===== src/rtl/program_counter_ext_if.sv =====
// Bus between the PDP-8 sequencer and the extended program counter: strobes, operands
// and the PC/field state it exposes.
interface program_counter_ext_if #(
  parameter int unsigned WIDTH      = 12,
  parameter int unsigned FIELD_BITS = 3
) ();
  logic [WIDTH-1:0]            IN;
  logic                        LD;
  logic                        JMPX;
  logic                        FETCH;
  logic                        CK;
  logic                        LATCH;
  logic                        SKIP;
  logic [FIELD_BITS-1:0]       FLD;
  logic                        CDF;
  logic                        CIF;
  logic                        INTACK;
  logic                        RMF;
  logic [WIDTH-1:0]            PC;
  logic [WIDTH-1:0]            PCLAT;
  logic [FIELD_BITS-1:0]       IFLD;
  logic [FIELD_BITS-1:0]       DFLD;
  logic [FIELD_BITS-1:0]       IB;
  logic [2*FIELD_BITS-1:0]     SF;
  logic [FIELD_BITS+WIDTH-1:0] ADDR;
  logic                        INHIBIT;

  modport master (
    output IN, LD, JMPX, FETCH, CK, LATCH, SKIP, FLD, CDF, CIF, INTACK, RMF,
    input  PC, PCLAT, IFLD, DFLD, IB, SF, ADDR, INHIBIT
  );

  modport slave (
    input  IN, LD, JMPX, FETCH, CK, LATCH, SKIP, FLD, CDF, CIF, INTACK, RMF,
    output PC, PCLAT, IFLD, DFLD, IB, SF, ADDR, INHIBIT
  );
endinterface


===== src/rtl/program_counter_ext.sv =====
// PDP-8 program counter with KM8-E style memory extension: PC/PCLAT plus IF, DF, IB, SF
// and the interrupt-inhibit flag, all driven by rising-edge-detected strobes.
module program_counter_ext #(
  parameter int unsigned     WIDTH      = 12,
  parameter int unsigned     FIELD_BITS = 3,
  parameter logic [WIDTH-1:0] RESET_PC  = 12'o0200
) (
  input logic                   CLK,
  input logic                   RESET_N,
  program_counter_ext_if.slave  bus
);

  localparam int unsigned NumStrb = 8;

  logic [WIDTH-1:0]        pc_q, pc_d;
  logic [WIDTH-1:0]        pclat_q, pclat_d;
  logic [FIELD_BITS-1:0]   if_q, if_d;
  logic [FIELD_BITS-1:0]   df_q, df_d;
  logic [FIELD_BITS-1:0]   ib_q, ib_d;
  logic [2*FIELD_BITS-1:0] sf_q, sf_d;
  logic                    inh_q, inh_d;
  logic [NumStrb-1:0]      hist_q;
  logic [NumStrb-1:0]      strb;
  logic [NumStrb-1:0]      ev;

  logic ld_ev, fetch_ev, ck_ev, skip_ev, cdf_ev, cif_ev, intack_ev, rmf_ev;
  logic [WIDTH-1:0] pc_inc;

  assign strb = {bus.LD, bus.FETCH, bus.CK, bus.SKIP, bus.CDF, bus.CIF, bus.INTACK, bus.RMF};
  assign ev   = strb & ~hist_q;
  assign {ld_ev, fetch_ev, ck_ev, skip_ev, cdf_ev, cif_ev, intack_ev, rmf_ev} = ev;

  assign pc_inc = pc_q + WIDTH'(1);

  always_comb begin
    pc_d    = pc_q;
    pclat_d = pclat_q;
    if_d    = if_q;
    df_d    = df_q;
    ib_d    = ib_q;
    sf_d    = sf_q;
    inh_d   = inh_q;

    // PC group: one action per cycle; FETCH high masks SKIP and CK outright.
    if (ld_ev) begin
      pc_d = bus.IN;
      if (bus.JMPX) begin
        if_d  = ib_q;
        inh_d = 1'b0;
      end
    end else if (fetch_ev) begin
      pclat_d = pc_q;
      pc_d    = pc_inc;
    end else if (!bus.FETCH) begin
      if (skip_ev) begin
        pc_d = pc_inc;
      end else if (ck_ev) begin
        pc_d = pc_inc;
        if (bus.LATCH) begin
          pclat_d = pc_q;
        end
      end
    end

    // Field group runs after the JMPX commit so it overrides IF/IB/INHIBIT when coincident.
    if (intack_ev) begin
      sf_d  = {if_q, df_q};
      if_d  = '0;
      df_d  = '0;
      ib_d  = '0;
      inh_d = 1'b0;
    end else if (rmf_ev) begin
      ib_d  = sf_q[2*FIELD_BITS-1:FIELD_BITS];
      df_d  = sf_q[FIELD_BITS-1:0];
      inh_d = 1'b1;
    end else begin
      if (cif_ev) begin
        ib_d  = bus.FLD;
        inh_d = 1'b1;
      end
      if (cdf_ev) begin
        df_d = bus.FLD;
      end
    end
  end

  always_ff @(posedge CLK or negedge RESET_N) begin
    if (!RESET_N) begin
      pc_q    <= RESET_PC;
      pclat_q <= '0;
      if_q    <= '0;
      df_q    <= '0;
      ib_q    <= '0;
      sf_q    <= '0;
      inh_q   <= 1'b0;
      hist_q  <= '0;
    end else begin
      pc_q    <= pc_d;
      pclat_q <= pclat_d;
      if_q    <= if_d;
      df_q    <= df_d;
      ib_q    <= ib_d;
      sf_q    <= sf_d;
      inh_q   <= inh_d;
      hist_q  <= strb;
    end
  end

  assign bus.PC      = pc_q;
  assign bus.PCLAT   = pclat_q;
  assign bus.IFLD    = if_q;
  assign bus.DFLD    = df_q;
  assign bus.IB      = ib_q;
  assign bus.SF      = sf_q;
  assign bus.ADDR    = {if_q, pc_q};
  assign bus.INHIBIT = inh_q;

endmodule

===== src/flat_wrapper.sv =====
// flat-port wrapper written by rule: the top's interface ports become plain ports
module program_counter_ext_flat 
#(
  parameter int unsigned     WIDTH      = 12,
  parameter int unsigned     FIELD_BITS = 3,
  parameter logic [WIDTH-1:0] RESET_PC  = 12'o0200
)
  (CLK, RESET_N, bus_IN, bus_LD, bus_JMPX, bus_FETCH, bus_CK, bus_LATCH, bus_SKIP, bus_FLD, bus_CDF, bus_CIF, bus_INTACK, bus_RMF, bus_PC, bus_PCLAT, bus_IFLD, bus_DFLD, bus_IB, bus_SF, bus_ADDR, bus_INHIBIT);
  program_counter_ext_if #(.WIDTH(WIDTH), .FIELD_BITS(FIELD_BITS)) bus_i ();
  input logic CLK;
  input logic RESET_N;
  input wire logic [$bits(bus_i.IN)-1:0] bus_IN;
  input wire logic [$bits(bus_i.LD)-1:0] bus_LD;
  input wire logic [$bits(bus_i.JMPX)-1:0] bus_JMPX;
  input wire logic [$bits(bus_i.FETCH)-1:0] bus_FETCH;
  input wire logic [$bits(bus_i.CK)-1:0] bus_CK;
  input wire logic [$bits(bus_i.LATCH)-1:0] bus_LATCH;
  input wire logic [$bits(bus_i.SKIP)-1:0] bus_SKIP;
  input wire logic [$bits(bus_i.FLD)-1:0] bus_FLD;
  input wire logic [$bits(bus_i.CDF)-1:0] bus_CDF;
  input wire logic [$bits(bus_i.CIF)-1:0] bus_CIF;
  input wire logic [$bits(bus_i.INTACK)-1:0] bus_INTACK;
  input wire logic [$bits(bus_i.RMF)-1:0] bus_RMF;
  output wire logic [$bits(bus_i.PC)-1:0] bus_PC;
  output wire logic [$bits(bus_i.PCLAT)-1:0] bus_PCLAT;
  output wire logic [$bits(bus_i.IFLD)-1:0] bus_IFLD;
  output wire logic [$bits(bus_i.DFLD)-1:0] bus_DFLD;
  output wire logic [$bits(bus_i.IB)-1:0] bus_IB;
  output wire logic [$bits(bus_i.SF)-1:0] bus_SF;
  output wire logic [$bits(bus_i.ADDR)-1:0] bus_ADDR;
  output wire logic [$bits(bus_i.INHIBIT)-1:0] bus_INHIBIT;
  assign bus_i.IN = bus_IN;
  assign bus_i.LD = bus_LD;
  assign bus_i.JMPX = bus_JMPX;
  assign bus_i.FETCH = bus_FETCH;
  assign bus_i.CK = bus_CK;
  assign bus_i.LATCH = bus_LATCH;
  assign bus_i.SKIP = bus_SKIP;
  assign bus_i.FLD = bus_FLD;
  assign bus_i.CDF = bus_CDF;
  assign bus_i.CIF = bus_CIF;
  assign bus_i.INTACK = bus_INTACK;
  assign bus_i.RMF = bus_RMF;
  assign bus_PC = bus_i.PC;
  assign bus_PCLAT = bus_i.PCLAT;
  assign bus_IFLD = bus_i.IFLD;
  assign bus_DFLD = bus_i.DFLD;
  assign bus_IB = bus_i.IB;
  assign bus_SF = bus_i.SF;
  assign bus_ADDR = bus_i.ADDR;
  assign bus_INHIBIT = bus_i.INHIBIT;
  program_counter_ext #(.WIDTH(WIDTH), .FIELD_BITS(FIELD_BITS), .RESET_PC(RESET_PC)) u_core (.CLK(CLK), .RESET_N(RESET_N), .bus(bus_i));
endmodule

===== config.mk =====
export PLATFORM = sky130hd
export DESIGN_NAME = program_counter_ext_flat
export DESIGN_NICKNAME = d
export VERILOG_FILES = /design/src/rtl/program_counter_ext_if.sv /design/src/rtl/program_counter_ext.sv /design/src/flat_wrapper.sv
export SDC_FILE = /design/constraint.sdc
export NUM_CORES = 1
export LEC_CHECK = 0
export CORE_ASPECT_RATIO = 0.8
export CORE_MARGIN = 8
export CORE_UTILIZATION = 49
export CTS_BUF_LIST = sky130_fd_sc_hd__clkbuf_2 sky130_fd_sc_hd__clkbuf_4 sky130_fd_sc_hd__clkbuf_8
export DETAILED_ROUTE_END_ITERATION = 8
export GPL_TIMING_DRIVEN = 0
export PLACE_DENSITY = 0.85
export SYNTH_ARGS = -nofsm -noshare
export SYNTH_HDL_FRONTEND = slang
export SYNTH_SLANG_ARGS = --single-unit

===== constraint.sdc =====
create_clock -name CLK -period 3.1 [get_ports CLK]
set_input_delay 0.775 -clock CLK [delete_from_list [all_inputs] [get_ports CLK]]
set_output_delay 0.775 -clock CLK [all_outputs]
set_load 0.01 [all_outputs]

# == Word-level counts from Yosys, hierarchy flattened ==
# Cells that the tools add are included.
# W data, S select, Z words.
# word_totals
ff_bits,48
in_bits,27
output_inout_bits,55
word_cells,52
# op_classes
n_addsub,1
eq_ne,3
muxes,24
bitwise,3
n_reduce_logical,13
# ops
op,n
$mux W12,10
$mux W3,9
$add A12 B1 Y12 const B,1
$reduce_bool A4 Y1,3
$and A8 B8 Y8,1
$not A8 Y8,1
$reduce_bool A2 Y1,4
$reduce_and A2 Y1,3
$reduce_bool A3 Y1,2
$mux W1,5
$reduce_and A5 Y1,1
$ne A2 B1 Y1 const B,2
$ne A3 B1 Y1 const B,1
$not A1 Y1,1

# == Logic depth before layout (Yosys ltp) ==
# Gate-level depths: netlist of the first run.
# depth
ltp_word,7
ltp_mapped,5
depth_no_buf,4

# == Least setup slack after synthesis of the first run ==
# No wires, ideal clock.
# synth_timing
kind,input -> register
from,input bus_SKIP
to,register u_core.pclat_q[10] (netlist: u_core.bus.PCLAT[10])
setup_ps,125
t_arrival_ps,1910
required_time_ps,2975
slack_ps,1065
path_stages,5
path_buffers,1
path_cell_list,and2b_1 nand4bb_1 a21oi_1 buf_4 mux2_2
# synth_between
elab_chain_len,3
# synth_lines
item,line,rtl
start: declaration,flat_wrapper.sv:18,input wire logic [$bits(bus_i.SKIP)-1:0] bus_SKIP;
$and A8 B8 Y8,program_counter_ext.sv:30,assign ev = strb & ~hist_q;
$ne A2 B1 Y1 (no line),n/a,
$reduce_and A5 Y1 (no line),n/a,
end signal: assignment,program_counter_ext.sv:99,pclat_q <= pclat_d;
end: declaration,program_counter_ext.sv:16,"logic [WIDTH-1:0] pclat_q, pclat_d;"
# Every way passes these cells.
# A chain may end at the register's enable or synchronous reset.

# == Worst setup path in the final report of the first run ==
# layout_timing
from,input bus_CK
to,register u_core.pclat_q[9] (netlist: u_core.bus.PCLAT[9])
# layout_between
elab_chain_len,3
# layout_lines
item,line,rtl
start: declaration,flat_wrapper.sv:16,input wire logic [$bits(bus_i.CK)-1:0] bus_CK;
$and A8 B8 Y8,program_counter_ext.sv:30,
$reduce_bool A2 Y1 (no line),n/a,
$reduce_and A5 Y1 (no line),n/a,
# Every way passes these cells.

==> results of run 1 <==
[logic make-up after synthesis]
kind of cell / share of synthesized area (%)
XOR/XNOR: 0.7933
AND/OR/NAND/NOR: 13.99
flip-flops: 54.45
multiplexers: 12.35
adder cells (fa/ha/maj): 0.5665
buffers and inverters: 7.026
AO/OA/AOI/OAI: 10.82
[synthesized netlist by cell type]
cell / n
nor2_1: 12
dfrtp_1: 47
nand3_1: 7
and4_1: 1
xor2_1: 2
o311ai_1: 1
nor2b_1: 4
buf_4: 16
and2b_1: 1
inv_1: 2
o311a_1: 1
nand2_1: 16
a211oi_1: 3
o31ai_2: 1
o31ai_1: 6
or3_1: 5
mux2i_1: 7
buf_2: 1
nand4_1: 4
buf_1: 1
dfstp_2: 1
nor3_1: 2
clkbuf_1: 5
nand2b_1: 2
a31oi_1: 8
ha_1: 1
o21ai_0: 8
a21o_1: 1
mux2_2: 18
o311ai_0: 2
a21oi_1: 5
or4_1: 3
nor2b_2: 1
nand4bb_1: 1
and2_1: 1
[final timing paths]
check | endpoint | cells past startpoint
max in group asynchronous | u_core.bus.PC[7] | 2
setup / recovery | u_core.bus.PCLAT[9] | 6
hold / removal | u_core.bus.PCLAT[5] | 1
min in group CLK | u_core.bus.PCLAT[7] | 1
setup reg to reg | u_core.bus.PCLAT[9] | 5
hold reg to reg | u_core.bus.PCLAT[7] | 1
[cell type report]
type	instances	area (sq um)
Inverter	2	7.507
Tap cell	60	75.07
Timing Repair Buffer	82	825.8
Fill cell	334	1254
Sequential cell	48	1202
Multi-Input combinational cell	124	850.8
Clock buffer	7	96.34
Buffer	23	147.6
[metal layers]
metal	GRT usage [%]	routed length (um)	vias up
li1	-	-	870
met3	4.331	343	7
met5	0	0	-
met2	25.18	2714	60
met4	5.383	68	0
met1	20.27	2404	850
[sequential cells by signal (all words and copies together), names as in the netlist]
| register | cells |
|---|---|
| u_core.bus.INHIBIT | 1 |
| u_core.hist_q | 8 |
| u_core.bus.DFLD | 3 |
| u_core.bus.IFLD | 3 |
| u_core.bus.PC | 12 |
| u_core.bus.IB | 3 |
| u_core.bus.PCLAT | 12 |
| u_core.bus.SF | 6 |
[through the flow]
step | hold WS [ps] | setup WS, ps | cells | instance area (sq um)
after global placement | 488.8 | -90.66 | 338 | 3094
after global routing | 411.8 | 680.6 | 346 | 3206
after detailed placement | 495.1 | 436.4 | 339 | 3109
after floorplan | 479.4 | 1065 | 197 | 2208
after CTS | 400.3 | 751.9 | 346 | 3206
final | 395.6 | 753.0 | 346 | 3206
[power by group through the flow]
| stage | combinational [mW] | clock [mW] | sequential, mW |
|---|---|---|---|
| final | 0.780 | 0.390 | 0.892 |
| after global routing | 0.840 | 0.428 | 0.914 |
| after CTS | 0.793 | 0.400 | 0.892 |
| after detailed placement | 0.791 | 0 | 0.904 |
| after global placement | 0.769 | 0 | 0.893 |
| after floorplan | 0.283 | 0 | 0.934 |
==> results.sh, run 1 <==
export IMPL_track_usage_pct=15.85
export IMPL_setup_viol=0
export IMPL_slew_violations=0
export IMPL_drt_wl_total_mm=5.531
export IMPL_gp_congestion=0.8006
export IMPL_grt_first_pass_wirelength_mm=8.963
export IMPL_io_buffers=81
export IMPL_hold_viol=0
export IMPL_post_cts_setup_buffers=0
export IMPL_drt_pass1_iter_count=4
export IMPL_crit_required_ps=3290
export IMPL_yosysWarnings=0
export IMPL_r2r_slack_ps=1350
export IMPL_final_cell_mix="clkdlybuf4s50_1 (80), dfrtp_1 (47), mux2_2 (18), nand2_1 (16), buf_4 (16)"
export IMPL_syn_avg_cell_area_sq_um=11.21
export IMPL_utilization_pct=71.89
export IMPL_rsz0062_at_grt="false"
export IMPL_syn2layout_area_growth_pct=45.16
export IMPL_drc_errors=0
export IMPL_critPathArrivalTime_ps=2530
export IMPL_numCtsBuffers=5
export IMPL_synth_seq_cells=48
export IMPL_dpl_hpwl_mm=4.388
export IMPL_peakVddDrop_mv=0.4779
export IMPL_cts_sinks=48
export IMPL_nets=314
export IMPL_synth_nets=225
export IMPL_max_freq_mhz=426.1
export IMPL_power_frac_comb_pct=37.8
export IMPL_cp_cell_sequence="clkdlybuf4s50_1 -> nor2b_2 -> nand4bb_1 -> a21oi_1 -> buf_4 -> mux2_2"
export IMPL_setup_tns_ps=0
export IMPL_cp_top_family="buffers and inverters"
export IMPL_drive_above_1_share_pct=16.43
export IMPL_grt_ovfl_total=0
export IMPL_route_vias_total=1787
export IMPL_grt_antenna_before_repair=0
export IMPL_synth_area_leaders="dfrtp_1 (53%), mux2_2 (9.2%), buf_4 (5.4%)"
export IMPL_die_height_um=76.05
export IMPL_via_per_inst=5.165
export IMPL_status="finished, final reports clean"
export IMPL_ctsHoldBuffers=0
export IMPL_crit_start="bus_CK"
export IMPL_cts_buffer_depth=2
export IMPL_worstSkewPairLatency_ps=300
export IMPL_power_frac_seq_pct=43.3
export IMPL_worst_slew_pin_slew_ps=634.9
export IMPL_die_w_um=91.06
export IMPL_cp_slowest_stage_delay_ps=480
export IMPL_syn_inst=197
export IMPL_power_switching_fraction_pct=30.48
export IMPL_synth_top_area_share_pct=53.26
export IMPL_root_buffer="clkbuf_8"
export IMPL_maxCapViolCount=0
export IMPL_clkPwrFrac_pct=18.9
export IMPL_dieArea_sq_um=6924
export IMPL_rows=22
export IMPL_path_max_fanout=10
export IMPL_cts_clk_slew_worst_paths_ps=80
export IMPL_skew_ps=4.669
export IMPL_period_needed_ps=2347
export IMPL_finalPower_mw=2.062
export IMPL_diodes=0
export IMPL_max_slew_margin_pct=57.35
export IMPL_synth_area_sq_um=2208
export IMPL_grt_pass1_vias=1706
export IMPL_yosysUniqueCellTypes=35
export IMPL_synth_area_leader_cell="dfrtp_1"
export IMPL_cp_num_buf_inv=2
export IMPL_start_kind="input port"
export IMPL_setup_worst_path_end_class="register"
export IMPL_min_path_type="in2async"
export IMPL_start_util_pct=49.52
export IMPL_powerDensity_nw_per_um2=643.3
export IMPL_wl_per_cell_um=15.99
export IMPL_regToRegStartpoint="u_core.hist_q[4]"
export IMPL_ys_seq_area_share_pct=54.45
export IMPL_dr_first_iter_drc_count=128
export IMPL_worst_setup_path_type="in2reg"
export IMPL_core_region_area_sq_um=4459
export IMPL_pin_count=82
export IMPL_detail_route_antenna_nets=0
export IMPL_cts_resized=0
export IMPL_power_net_switching_uw=628.5
export IMPL_finalCritPeriodShare_pct=75.71
export IMPL_internal_power_mw=1.434
export IMPL_cts_tree="done"
export IMPL_cp_slowest_cell="clkdlybuf4s50_1"
export IMPL_p_leak_nw=1.312
export IMPL_htree_levels=2
export IMPL_grt_max_degree=32
export IMPL_mostFrequentLayoutCell="clkdlybuf4s50_1"
Power figures use the tool's default switching activity.
==> inputs of run 2 (changes only) <==
--- a/config.mk
+++ b/config.mk
@@ -7,11 +7,11 @@
 export LEC_CHECK = 0
 export CORE_ASPECT_RATIO = 0.8
 export CORE_MARGIN = 8
-export CORE_UTILIZATION = 49
+export CORE_UTILIZATION = 41
 export CTS_BUF_LIST = sky130_fd_sc_hd__clkbuf_2 sky130_fd_sc_hd__clkbuf_4 sky130_fd_sc_hd__clkbuf_8
 export DETAILED_ROUTE_END_ITERATION = 8
 export GPL_TIMING_DRIVEN = 0
-export PLACE_DENSITY = 0.85
+export PLACE_DENSITY = 0.76
 export SYNTH_ARGS = -nofsm -noshare
 export SYNTH_HDL_FRONTEND = slang
 export SYNTH_SLANG_ARGS = --single-unit
==> constraint.sdc (replaced) <==
create_clock -name CLK -period 2.1 [get_ports CLK]
set_input_delay 0.525 -clock CLK [delete_from_list [all_inputs] [get_ports CLK]]
set_output_delay 0.525 -clock CLK [all_outputs]
set_load 0.01 [all_outputs]
==> run 2 against run 1 <==
Net effect: register-to-register slack worse by 920 ps; hold slack got worse by 250 ps; critical path depth did not move; clock-buffer cell count stayed put; sequential power grew 47%; clock power is 84% higher; power rose by 54%; setup slack lost 680 ps; clock skew rose by 1.6 ps; routed wire length increased by 0.33%; flip-flop and latch count unchanged; critical endpoint is now u_core.bus.PC[9]; largest cell class unchanged; largest power group unchanged.
==> results.sh, run 2 (synthesis results as in run 1) <==
export IMPL_status="finished, final reports clean"
export IMPL_min_path_type="in2async"
export IMPL_syn2layout_area_growth_pct=47.76
export IMPL_maxCapViolCount=0
export IMPL_crit_start="bus_FETCH"
export IMPL_die_height_um=81.64
export IMPL_cp_cell_sequence="clkdlybuf4s50_1 -> nand2_1 -> o311ai_1 -> buf_2 -> or4_1 -> a31oi_1"
export IMPL_internal_power_mw=2.247
export IMPL_max_freq_mhz=493.5
export IMPL_setup_viol=0
export IMPL_cts_sinks=48
export IMPL_root_buffer="clkbuf_8"
export IMPL_power_net_switching_uw=932.8
export IMPL_mostFrequentLayoutCell="clkdlybuf4s50_1"
export IMPL_post_cts_setup_buffers=0
export IMPL_track_usage_pct=13.79
export IMPL_wl_met3_um=347
export IMPL_powerDensity_nw_per_um2=974.5
export IMPL_cp_slowest_cell="clkdlybuf4s50_1"
export IMPL_cts_buffer_depth=2
export IMPL_finalPower_mw=3.180
export IMPL_worstSkewPairLatency_ps=300
export IMPL_r2r_slack_ps=430
export IMPL_cts_clk_slew_worst_paths_ps=90
export IMPL_rows=24
export IMPL_finalCritPeriodShare_pct=96.49
export IMPL_nets=314
export IMPL_grt_max_degree=33
export IMPL_peakVddDrop_mv=0.5303
export IMPL_max_slew_margin_pct=58.36
export IMPL_stdcell_count=352
export IMPL_grt_ovfl_total=0
export IMPL_dr_first_iter_drc_count=108
export IMPL_drc_errors=0
export IMPL_critPathArrivalTime_ps=2250
export IMPL_worst_setup_path_type="in2reg"
export IMPL_core_region_area_sq_um=5315
export IMPL_gp_congestion=0.7967
export IMPL_drive_above_1_share_pct=17.77
export IMPL_rsz0062_at_grt="false"
export IMPL_clkPwrFrac_pct=22.5
export IMPL_wl_met1_mm=2.520
export IMPL_grt_pass1_vias=1714
export IMPL_top_layer="met4"
export IMPL_numCtsBuffers=5
export IMPL_die_w_um=98.06
export IMPL_setup_tns_ps=0
export IMPL_grt_first_pass_wirelength_mm=8.845
export IMPL_period_needed_ps=2026
export IMPL_hold_viol=0
export IMPL_wl_met2_mm=2.626
export IMPL_start_kind="input port"
export IMPL_worst_hold_slack_ps=141.9
export IMPL_detail_route_antenna_nets=0
export IMPL_path_max_fanout=10
export IMPL_grt_antenna_before_repair=0
export IMPL_diodes=0
export IMPL_route_vias_total=1813
export IMPL_regToRegStartpoint="u_core.hist_q[4]"
export IMPL_crit_required_ps=2320
export IMPL_cts_tree="done"
export IMPL_p_leak_nw=1.338
export IMPL_drt_wl_total_mm=5.549
export IMPL_dpl_worst_slack_ps=-319.9
export IMPL_power_switching_fraction_pct=29.34
export IMPL_dieArea_sq_um=8005
export IMPL_dpl_hpwl_mm=4.313
export IMPL_wl_per_cell_um=15.76
export IMPL_worst_slew_pin_slew_ps=620.8
export IMPL_power_frac_seq_pct=41.3
export IMPL_slew_violations=0
export IMPL_pin_count=82
export IMPL_cp_slowest_stage_delay_ps=530
export IMPL_io_buffers=81
export IMPL_htree_levels=2
export IMPL_fin_ws_ps=73.81
export IMPL_dp_cells=344
export IMPL_skew_ps=6.232
export IMPL_power_frac_comb_pct=36.1
export IMPL_num_fill_cells=430
export IMPL_drt_pass1_iter_count=4
export IMPL_via_per_inst=5.151
export IMPL_final_cell_mix="clkdlybuf4s50_1 (79), dfrtp_1 (46), mux2_2 (18), nand2_1 (16), buf_4 (15)"
export IMPL_start_util_pct=41.55
export IMPL_ctsHoldBuffers=0
export IMPL_setup_worst_path_end_class="register"
[run 2: power groups by stage]
stage                     registers [mW]  clock network, mW  logic (mW)
final                               1.31              0.717        1.15
after floorplan                     1.38                  0       0.418
after CTS                           1.31              0.739        1.17
after global routing                1.35              0.782        1.23
after detailed placement            1.33                  0        1.16
after global placement              1.32                  0        1.14
[run 2: layout make-up]
class / instances / area [sq um] / share of cell area, %
tap: 65 / 81.33 / 2.492
inverter: 2 / 7.507 / 0.2301
timing repair buffer: 82 / 828.3 / 25.38
clock buffer: 7 / 96.34 / 2.952
multi-input combinational: 124 / 864.6 / 26.50
buffer: 23 / 151.4 / 4.640
sequential: 48 / 1204 / 36.89
clock inverter: 1 / 30.03 / 0.9202
[run 2: layer usage]
metal / up-vias / track usage [%]
li1: 878 / -
met1: 886 / 17.51
met2: 44 / 22.03
met3: 5 / 4.657
met4: 0 / 4.186
met5: - / 0
[run 2: path summary, 6_finish.rpt]
| check | depth (start not counted) | end |
|---|---|---|
| setup / recovery | 6 | u_core.bus.PC[9] |
| hold / removal | 1 | u_core.bus.PC[3] |
| setup reg to reg | 5 | u_core.bus.PC[9] |
| hold reg to reg | 1 | u_core.bus.PCLAT[5] |
| max in group asynchronous | 2 | u_core.bus.PC[2] |
| min in group CLK | 1 | u_core.bus.PCLAT[5] |
[run 2: repair_timing]
action	in CTS	in global routing
cloned	0	0
gates resized for setup	1	5
endpoints found under the setup margin	10	17
[run 2: worst max-delay path: cells and delay by family]
kind                   cells  cell delay [ps]
buffers and inverters      2              730
and+or+nand+nor            2              660
AOI/OAI and AO/OA          2              330
[run 2: per-stage QoR]
stage	utilization (%)	area [sq um]
detailed placement	58.62	3115
floorplan	-	2208
global route	61.39	3263
CTS	61.06	3246
finish	61.39	3263
global placement	58.33	3100
